$ cat config.mk
export PLATFORM = sky130hd
export DESIGN_NAME = a_seq_gen
export DESIGN_NICKNAME = d
export VERILOG_FILES = /design/src/rtl/a_seq_pkg.sv /design/src/rtl/a_phase_timer.sv /design/src/rtl/a_seq_gen.sv
export SDC_FILE = /design/constraint.sdc
export NUM_CORES = 1
export LEC_CHECK = 0
export BUFFER_PORTS_ARGS = -buffer_cell sky130_fd_sc_hd__buf_4
export CAP_MARGIN = 20
export CORE_UTILIZATION = 55
export DETAILED_ROUTE_END_ITERATION = 10
export HOLD_SLACK_MARGIN = 0.02
export PLACE_DENSITY = 0.78
export SYNTH_ARGS = -nofsm -noshare
export SYNTH_HDL_FRONTEND = slang
export SYNTH_SLANG_ARGS = --single-unit
export TNS_END_PERCENT = 30
$ cat constraint.sdc
create_clock -name clk_i -period 4.2 [get_ports clk_i]
set_input_delay 0.42 -clock clk_i [delete_from_list [all_inputs] [get_ports clk_i]]
set_output_delay 0.42 -clock clk_i [all_outputs]
set_load 0.05 [all_outputs]
$ cat src/rtl/a_seq_pkg.sv
// Shared types and helpers for the A-line sequence generator.
package a_seq_pkg;

  localparam int unsigned CntWDef = 8;
  localparam int unsigned FrmWDef = 8;

  typedef enum logic [2:0] {
    StIdle  = 3'd0,
    StPh1Hi = 3'd1,
    StPh2Lo = 3'd2,
    StPh3Hi = 3'd3,
    StPh4Lo = 3'd4,
    StFin   = 3'd5
  } state_e;

  // A programmed length of zero still yields a one-cycle phase.
  function automatic int unsigned phase_len(input int unsigned raw);
    return (raw == 0) ? 1 : raw;
  endfunction

endpackage

$ cat src/rtl/a_phase_timer.sv
// Down-counting phase timer: load with a length, flags the final cycle.
module a_phase_timer #(
  parameter int unsigned CNT_W = 8
) (
  input  logic             clk_i,
  input  logic             rst_i,
  input  logic             load_i,
  input  logic [CNT_W-1:0] len_i,
  output logic             last_o
);

  logic [CNT_W-1:0] cnt_q;

  // Load length-1 so a phase of N cycles ends when the count reaches zero.
  always_ff @(posedge clk_i or posedge rst_i) begin
    if (rst_i) begin
      cnt_q <= '0;
    end else if (load_i) begin
      cnt_q <= len_i - 1'b1;
    end else if (cnt_q != '0) begin
      cnt_q <= cnt_q - 1'b1;
    end
  end

  assign last_o = (cnt_q == '0);

endmodule

$ cat src/rtl/a_seq_gen.sv
// A-line frame transmitter with cycle-exact F/G response checking.
module a_seq_gen
  import a_seq_pkg::*;
#(
  parameter int unsigned CNT_W = CntWDef,
  parameter int unsigned FRM_W = FrmWDef
) (
  input  logic             clk_i,
  input  logic             rst_i,
  input  logic             start_req_i,
  input  logic             abort_i,
  input  logic [FRM_W-1:0] num_frames_i,
  input  logic [CNT_W-1:0] high_len_i,
  input  logic [CNT_W-1:0] low_len_i,
  input  logic             f_i,
  input  logic             g_i,
  output logic             a_o,
  output logic             busy_o,
  output logic             done_o,
  output logic             error_o,
  output logic [FRM_W-1:0] frames_sent_o
);

  state_e           state_q;
  logic             a_q, done_q, error_q, first_q;
  logic [FRM_W-1:0] nf_q, frames_sent_q, fs_inc;
  logic [CNT_W-1:0] hi_len_q, lo_len_q;
  logic [1:0]       f_cnt_q, f_cnt_d, g_cnt_q, g_cnt_d;
  logic             tmr_load, tmr_last, chk_err;
  logic [CNT_W-1:0] tmr_len;

  assign fs_inc = frames_sent_q + 1'b1;

  a_phase_timer #(
    .CNT_W (CNT_W)
  ) u_timer (
    .clk_i  (clk_i),
    .rst_i  (rst_i),
    .load_i (tmr_load),
    .len_i  (tmr_len),
    .last_o (tmr_last)
  );

  // Timer reload whenever the FSM enters a new phase.
  always_comb begin
    tmr_load = 1'b0;
    tmr_len  = hi_len_q;
    unique case (state_q)
      StIdle: begin
        if (start_req_i && num_frames_i != '0) begin
          tmr_load = 1'b1;
          tmr_len  = CNT_W'(phase_len(32'(high_len_i)));
        end
      end
      StPh1Hi: if (tmr_last) begin tmr_load = 1'b1; tmr_len = lo_len_q; end
      StPh2Lo: if (tmr_last) begin tmr_load = 1'b1; tmr_len = hi_len_q; end
      StPh3Hi: if (tmr_last) begin tmr_load = 1'b1; tmr_len = lo_len_q; end
      StPh4Lo: if (tmr_last && fs_inc != nf_q) begin tmr_load = 1'b1; tmr_len = hi_len_q; end
      default: ;
    endcase
  end

  // F may only fire on the first PH3 cycle and G on the first PH4 cycle, each exactly once.
  always_comb begin
    f_cnt_d = f_cnt_q;
    g_cnt_d = g_cnt_q;
    chk_err = 1'b0;
    if (f_i && f_cnt_q != 2'd3) f_cnt_d = f_cnt_q + 2'd1;
    if (g_i && g_cnt_q != 2'd3) g_cnt_d = g_cnt_q + 2'd1;
    if (f_i && !(state_q == StPh3Hi && first_q)) chk_err = 1'b1;
    if (g_i && !(state_q == StPh4Lo && first_q)) chk_err = 1'b1;
    if (state_q == StPh3Hi && tmr_last && f_cnt_d != 2'd1) chk_err = 1'b1;
    if (state_q == StPh4Lo && tmr_last && g_cnt_d != 2'd1) chk_err = 1'b1;
  end

  // Main FSM with registered line, done, error and frame counter.
  always_ff @(posedge clk_i or posedge rst_i) begin
    if (rst_i) begin
      state_q       <= StIdle;
      a_q           <= 1'b0;
      done_q        <= 1'b0;
      error_q       <= 1'b0;
      first_q       <= 1'b0;
      nf_q          <= '0;
      frames_sent_q <= '0;
      hi_len_q      <= '0;
      lo_len_q      <= '0;
      f_cnt_q       <= '0;
      g_cnt_q       <= '0;
    end else if (abort_i) begin
      // Frames_sent and Error deliberately hold across an abort.
      state_q <= StIdle;
      a_q     <= 1'b0;
      done_q  <= 1'b0;
      first_q <= 1'b0;
      f_cnt_q <= '0;
      g_cnt_q <= '0;
    end else begin
      done_q  <= 1'b0;
      first_q <= tmr_load;
      f_cnt_q <= (state_q == StPh3Hi) ? f_cnt_d : '0;
      g_cnt_q <= (state_q == StPh4Lo) ? g_cnt_d : '0;
      if (state_q != StIdle && chk_err) error_q <= 1'b1;
      unique case (state_q)
        StIdle: begin
          if (start_req_i) begin
            nf_q          <= num_frames_i;
            hi_len_q      <= CNT_W'(phase_len(32'(high_len_i)));
            lo_len_q      <= CNT_W'(phase_len(32'(low_len_i)));
            frames_sent_q <= '0;
            error_q       <= 1'b0;
            if (num_frames_i != '0) begin
              state_q <= StPh1Hi;
              a_q     <= 1'b1;
            end else begin
              state_q <= StFin;
              done_q  <= 1'b1;
            end
          end
        end
        StPh1Hi: if (tmr_last) begin state_q <= StPh2Lo; a_q <= 1'b0; end
        StPh2Lo: if (tmr_last) begin state_q <= StPh3Hi; a_q <= 1'b1; end
        StPh3Hi: if (tmr_last) begin state_q <= StPh4Lo; a_q <= 1'b0; end
        StPh4Lo: begin
          if (tmr_last) begin
            frames_sent_q <= fs_inc;
            if (fs_inc == nf_q) begin
              state_q <= StFin;
              done_q  <= 1'b1;
            end else begin
              state_q <= StPh1Hi;
              a_q     <= 1'b1;
            end
          end
        end
        StFin:   state_q <= StIdle;
        default: state_q <= StIdle;
      endcase
    end
  end

  assign a_o           = a_q;
  assign busy_o        = (state_q != StIdle);
  assign done_o        = done_q;
  assign error_o       = error_q;
  assign frames_sent_o = frames_sent_q;

endmodule
Word level (Yosys, flattened, before mapping)
Index checks and enable logic that the tools add are counted.
Word-level totals
  bits in registers: 51
  bits of input ports: 30
  output and inout port bits: 12
  logic and storage cells: 120
Cells by class
  add/subtract/negate cells: 5
  eq/ne operators: 20
  mux-type cells: 51
  bitwise operators: 1
  reductions and logical operators: 31
Operator list (count)
  two-way mux 8 bit: 8
  case mux 8 bit (2 select lines): 2
  logical NOT 8 bit: 3
  two-way mux 3 bit: 8
  two-way mux 1 bit: 23
  inequality test 3 bit, second input constant: 7
  nonzero test 8 bit: 2
  subtractor 8 x 1 -> 8 bit, second input constant: 2
  case mux 3 bit (5 select lines): 1
  logical AND 1 bit: 13
  two-way mux 2 bit: 6
  adder 8 x 1 -> 8 bit, second input constant: 1
  == test 8 bit: 1
  inequality test 2 bit, second input constant: 4
  inequality test 8 bit: 1
  AND reduction 7 bit: 1
  == test 3 x 2 -> 1 bit, second input constant: 2
  AND reduction 5 bit: 1
  nonzero test 5 bit: 1
  adder 2 x 1 -> 2 bit, second input constant: 2
  inequality test 2 x 1 -> 1 bit, second input constant: 2
  case mux 1 bit (4 select lines): 1
  AND reduction 4 bit: 1
  nonzero test 2 bit: 2
  other kinds (12): 13

Depth between registers and ports, before layout
  depth in word-level cells: 12
  depth in mapped cells: 15

Cells and area by module
Synthesis repeated with hierarchy kept, for this count alone.
Unflattened totals
  cells, all modules: 294
  area total of the unflattened synthesis: 3026.7 um2
Modules (own cells, without submodules)
  a_seq_gen: instances 1, cells an instance 241, area an instance 2452.4 um2, seq. area each 1076.0 um2
  a_phase_timer: instances 1, cells an instance 53, area an instance 574.3 um2, seq. area each 200.2 um2

Worst setup path before layout
Ideal clock, no wire load.
  kind: reg2reg
  start: register frames_sent_q[0], in the netlist frames_sent_o[0]
  end: register u_timer.cnt_q[4]
  setup time: 0.069 ns
  arrival time: 3.372 ns
  required time: 4.131 ns
  slack: 0.759 ns
  stages on the path, launching flop included: 13
  buffers on the path: 1
  period minus slack after synthesis: 3.441 ns
  cells stage by stage: dfrtp_1 -> ha_1 -> and2_1 -> nand2_1 -> or3_4 -> a2111oi_4 -> a21oi_2 -> buf_2 -> o21ai_0 -> ha_1 -> inv_1 -> or4_1 -> nand3_1
On the way
  longest elaborated chain between the ends: 6
  elaborated cells on any way between the ends: 7
  classes of those cells: add/sub (1); eq/ne (1); mux (3); reduce/logical (2)
Ends and longest elaborated chain
  start: declaration: line a_seq_gen.sv:26  | logic [FRM_W-1:0] nf_q, frames_sent_q, fs_inc;
  start signal: assignment: line a_seq_gen.sv:126  | frames_sent_q <= fs_inc;
  adder 8 x 1 -> 8 bit (*): line a_seq_gen.sv:32  | assign fs_inc = frames_sent_q + 1'b1;
  inequality test 8 bit (*): line a_seq_gen.sv:58  | StPh4Lo: if (tmr_last && fs_inc != nf_q) begin tmr_load = 1'b1; tmr_len = hi_len_q; end
  logical AND 1 bit (*): line a_seq_gen.sv:58
  two-way mux 1 bit (*): line a_seq_gen.sv:58
  case mux 1 bit (3 select lines) (*): line a_seq_gen.sv:48  | unique case (state_q)
  two-way mux 8 bit / nonzero test 2 bit (equally long branches)
  end signal: assignment: line a_phase_timer.sv:19  | cnt_q <= len_i - 1'b1;
  end signal: assignment: line a_phase_timer.sv:21  | cnt_q <= cnt_q - 1'b1;
  end: declaration: line a_phase_timer.sv:12  | logic [CNT_W-1:0] cnt_q;
Every way passes the cells marked *; elsewhere a longest branch is shown, timed or not.
A chain may end at the register's enable or synchronous reset.

Worst setup path in the final report
Same ends and word-level chain as after synthesis.

==> out/qor.txt <==
fill cell count: 438
synthesized area: 0.00293 mm2
clk buf depth: 2
initial core utilization: 57.4%
Setup TNS: 0 ns
Vias: 2467
first-pass GRT wire length: 10700 um
layout cells sized above 1: 23.6%
RSZ-0062 raised after global routing: no
flop and latch count out of synthesis: 51
post-synthesis adder-cell area fraction: 1.71%
total length of routed wires: 6450 um
mux contribution to synthesized area: 9.78%
class of the most critical setup path: reg2reg
clock-pin slew on the worst setup and hold paths: 0.10 ns
Setup Viol. Count Final: 0
Final Hold Viols: 0
Antenna diodes: 0
Clock Latency Late Sink: 0.31 ns
non-filler cells, final: 417
Req. time, crit path: 4.45 ns
Hold Slack: 0.0367 ns
Clock Sinks: 51
largest family of logic cells by synthesized area: simple AND/OR/NAND/NOR gates
status: complete, no violations
total power: 1.37 mW
worst slew pin tran: 1.02 ns
worst path arrival time: 3.89 ns
Die W: 75.0 um
H-Tree Depth: 2
Worst VDD drop: 0.000322 V
post-route DRC violation count: 0
pwr dens: 400 mW/mm2
vias in the first global route: 2321
gr ovfl total: 0
# nets final: 380
Max-slew headroom: 31.8%
pin count of the biggest net entering global routing: 52
final core utilization: 67.0%
input/output buffers: 41
Die H: 75.0 um
Max Clock Freq: 275 MHz
DR vias/cell: 5.92
die area: 0.00562 mm2
Synth Area in Simple Gates: 19.1%
max-slew violation count: 0
Hold Path Class: in2async
crit end category: flop
Synth area leader: dfrtp_1
warnings from Yosys: 0
largest cells by area after synthesis: dfrtp_1 (44%), mux2_2 (8.1%), nand2_1 (3.3%)
Most used DFF post-synth: dfrtp_1
initial antenna violation count: 0
area of the multi-input gates: 0.00157 mm2
Cells after Synth: 304
Seq/Total Area, Yosys: 43.6%
top cell type's share of synthesized area: 43.6%
Final period util: 86.5%
FFs w/ async S/R, synth: 100%
Synthesized Nets: 338
Final Skew: 0.00505 ns
compound-gate portion of the synthesized area: 16.7%
total track usage: 24.9%
post-route ant nets: 0
Final min period: 3.63 ns
CTS Buf Count: 5
DP HPWL: 4690 um
Post-Synth XOR/XNOR Area: 6.28%
FP Rows: 26
EDFF count, synth: 0
synthesized area per cell: 9.64 um2
Startpoint Class: flop
routed length per instance: 15.5 um
clk root buf: clkbuf_8
DRT iter0 DRCs: 228
Seq. cell area: 0.00128 mm2
CTS tree: done
Max Cap Viol: 0
core area: 0.00511 mm2
post_cts resized: 0
I/O Pins: 42
P&R area growth vs syn: 16.8%
maximum fanout along the worst path: 13
Post-CTS Setup Inserts: 0
Yosys cell types: 50
LEAKAGE: 1.50 nW
CTS Hold Bufs: 0
detailed-router iteration count before antenna repair: 4
placer congestion estimate: 0.891
FF-to-FF setup slack: 0.57 ns
Inst Count DP: 408
[per-layer routing]
layer	GRT usage, %	up-vias	routed length, um
met1	34.4	1181	3020
met4	8.18	0	68
met2	39.4	82	3010
met3	5.22	7	356
met5	0	-	0
li1	-	1197	-
[kinds of logic (layout without fill, tap and decap cells)]
kind of cell             count (synthesis)  after routing
AO/OA/AOI/OAI                           72             72
multiplexers                            26             26
buffers and inverters                   20             63
AND/OR/NAND/NOR                        110            110
XOR/XNOR                                21             21
flip-flops                              51             51
adder cells (fa/ha/maj)                  4              4
[through the flow]
stage	cell area [um2]	setup WS, ns
finish	3420	0.568
global route	3420	0.221
CTS	3400	0.590
detailed placement	3310	0.606
global placement	3310	0.716
floorplan	2930	0.759
[synthesized netlist by cell type, types with 2 or more instances]
library cell,instances
mux2i_1,5
nand2_1,26
nand3_1,12
o21ai_0,16
ha_1,4
a21o_1,5
and4_1,3
nor2b_1,3
xor2_1,10
a211oi_1,5
a21oi_1,16
a31oi_1,3
xnor2_1,11
a22o_1,5
o22ai_1,5
o41ai_1,2
and3_1,3
nor3_1,13
nand4_1,2
nand2b_1,4
and2_1,2
inv_1,8
nor4_1,7
buf_2,6
nand3b_1,2
dfrtp_1,51
mux2_2,21
or3_1,4
o21ai_1,2
clkbuf_1,6
nor2_1,23
[registers in the layout (all words and copies together), names as in the netlist]
| register | flops |
|---|---|
| a_o | 1 |
| done_o | 1 |
| error_o | 1 |
| f_cnt_q | 2 |
| first_q | 1 |
| frames_sent_o | 8 |
| g_cnt_q | 2 |
| hi_len_q | 8 |
| lo_len_q | 8 |
| nf_q | 8 |
| state_q | 3 |
| u_timer.cnt_q | 8 |
[report_power, final]
group	internal (mW)	switching (mW)
registers	0.586	0.0823
logic	0.193	0.214
clock network	0.119	0.174
total	0.898	0.470
[cell type report]
type                       instances  share of cell area (%)
clock inverter                     3                   0.694
sequential                        51                    37.3
multi-input combinational        233                    45.9
inverter                           8                   0.877
clock buffer                       5                    2.01
timing repair buffer              47                    10.7
tap                               70                    2.56
[cells in the final DEF (no fill, tap or decap), drive strengths merged, types with 7 or more instances in the layout]
cell type  count
xnor2         11
xor2          10
dfrtp         51
o21ai         18
mux2          21
buf           47
nor4           7
nand2         26
nor2          23
nand3         12
inv            9
a21oi         17
nor3          13
[critical path: stages (launching register included)]
cell	delay, ns
dfrtp_1	0.45
ha_1	0.29
and2_1	0.18
nor2b_1	0.13
o311ai_0	0.54
a2111oi_4	0.20
a21oi_2	0.52
mux2i_1	0.29
ha_1	0.29
inv_1	0.08
or4_1	0.50
nand3_1	0.09
[final timing paths]
| kind | depth (start not counted) | from | to |
|---|---|---|---|
| worst max-delay path | 11 | frames_sent_o[0] | u_timer.cnt_q[4] |
| worst min register to register | 2 | hi_len_q[0] | hi_len_q[0] |
| worst min-delay path | 2 | rst_i | a_o |
| worst max register to register | 11 | frames_sent_o[0] | u_timer.cnt_q[4] |
| min in group clk_i | 2 | num_frames_i[6] | nf_q[6] |
| max in group asynchronous | 3 | rst_i | lo_len_q[1] |
(Power assumes the default switching activity.)
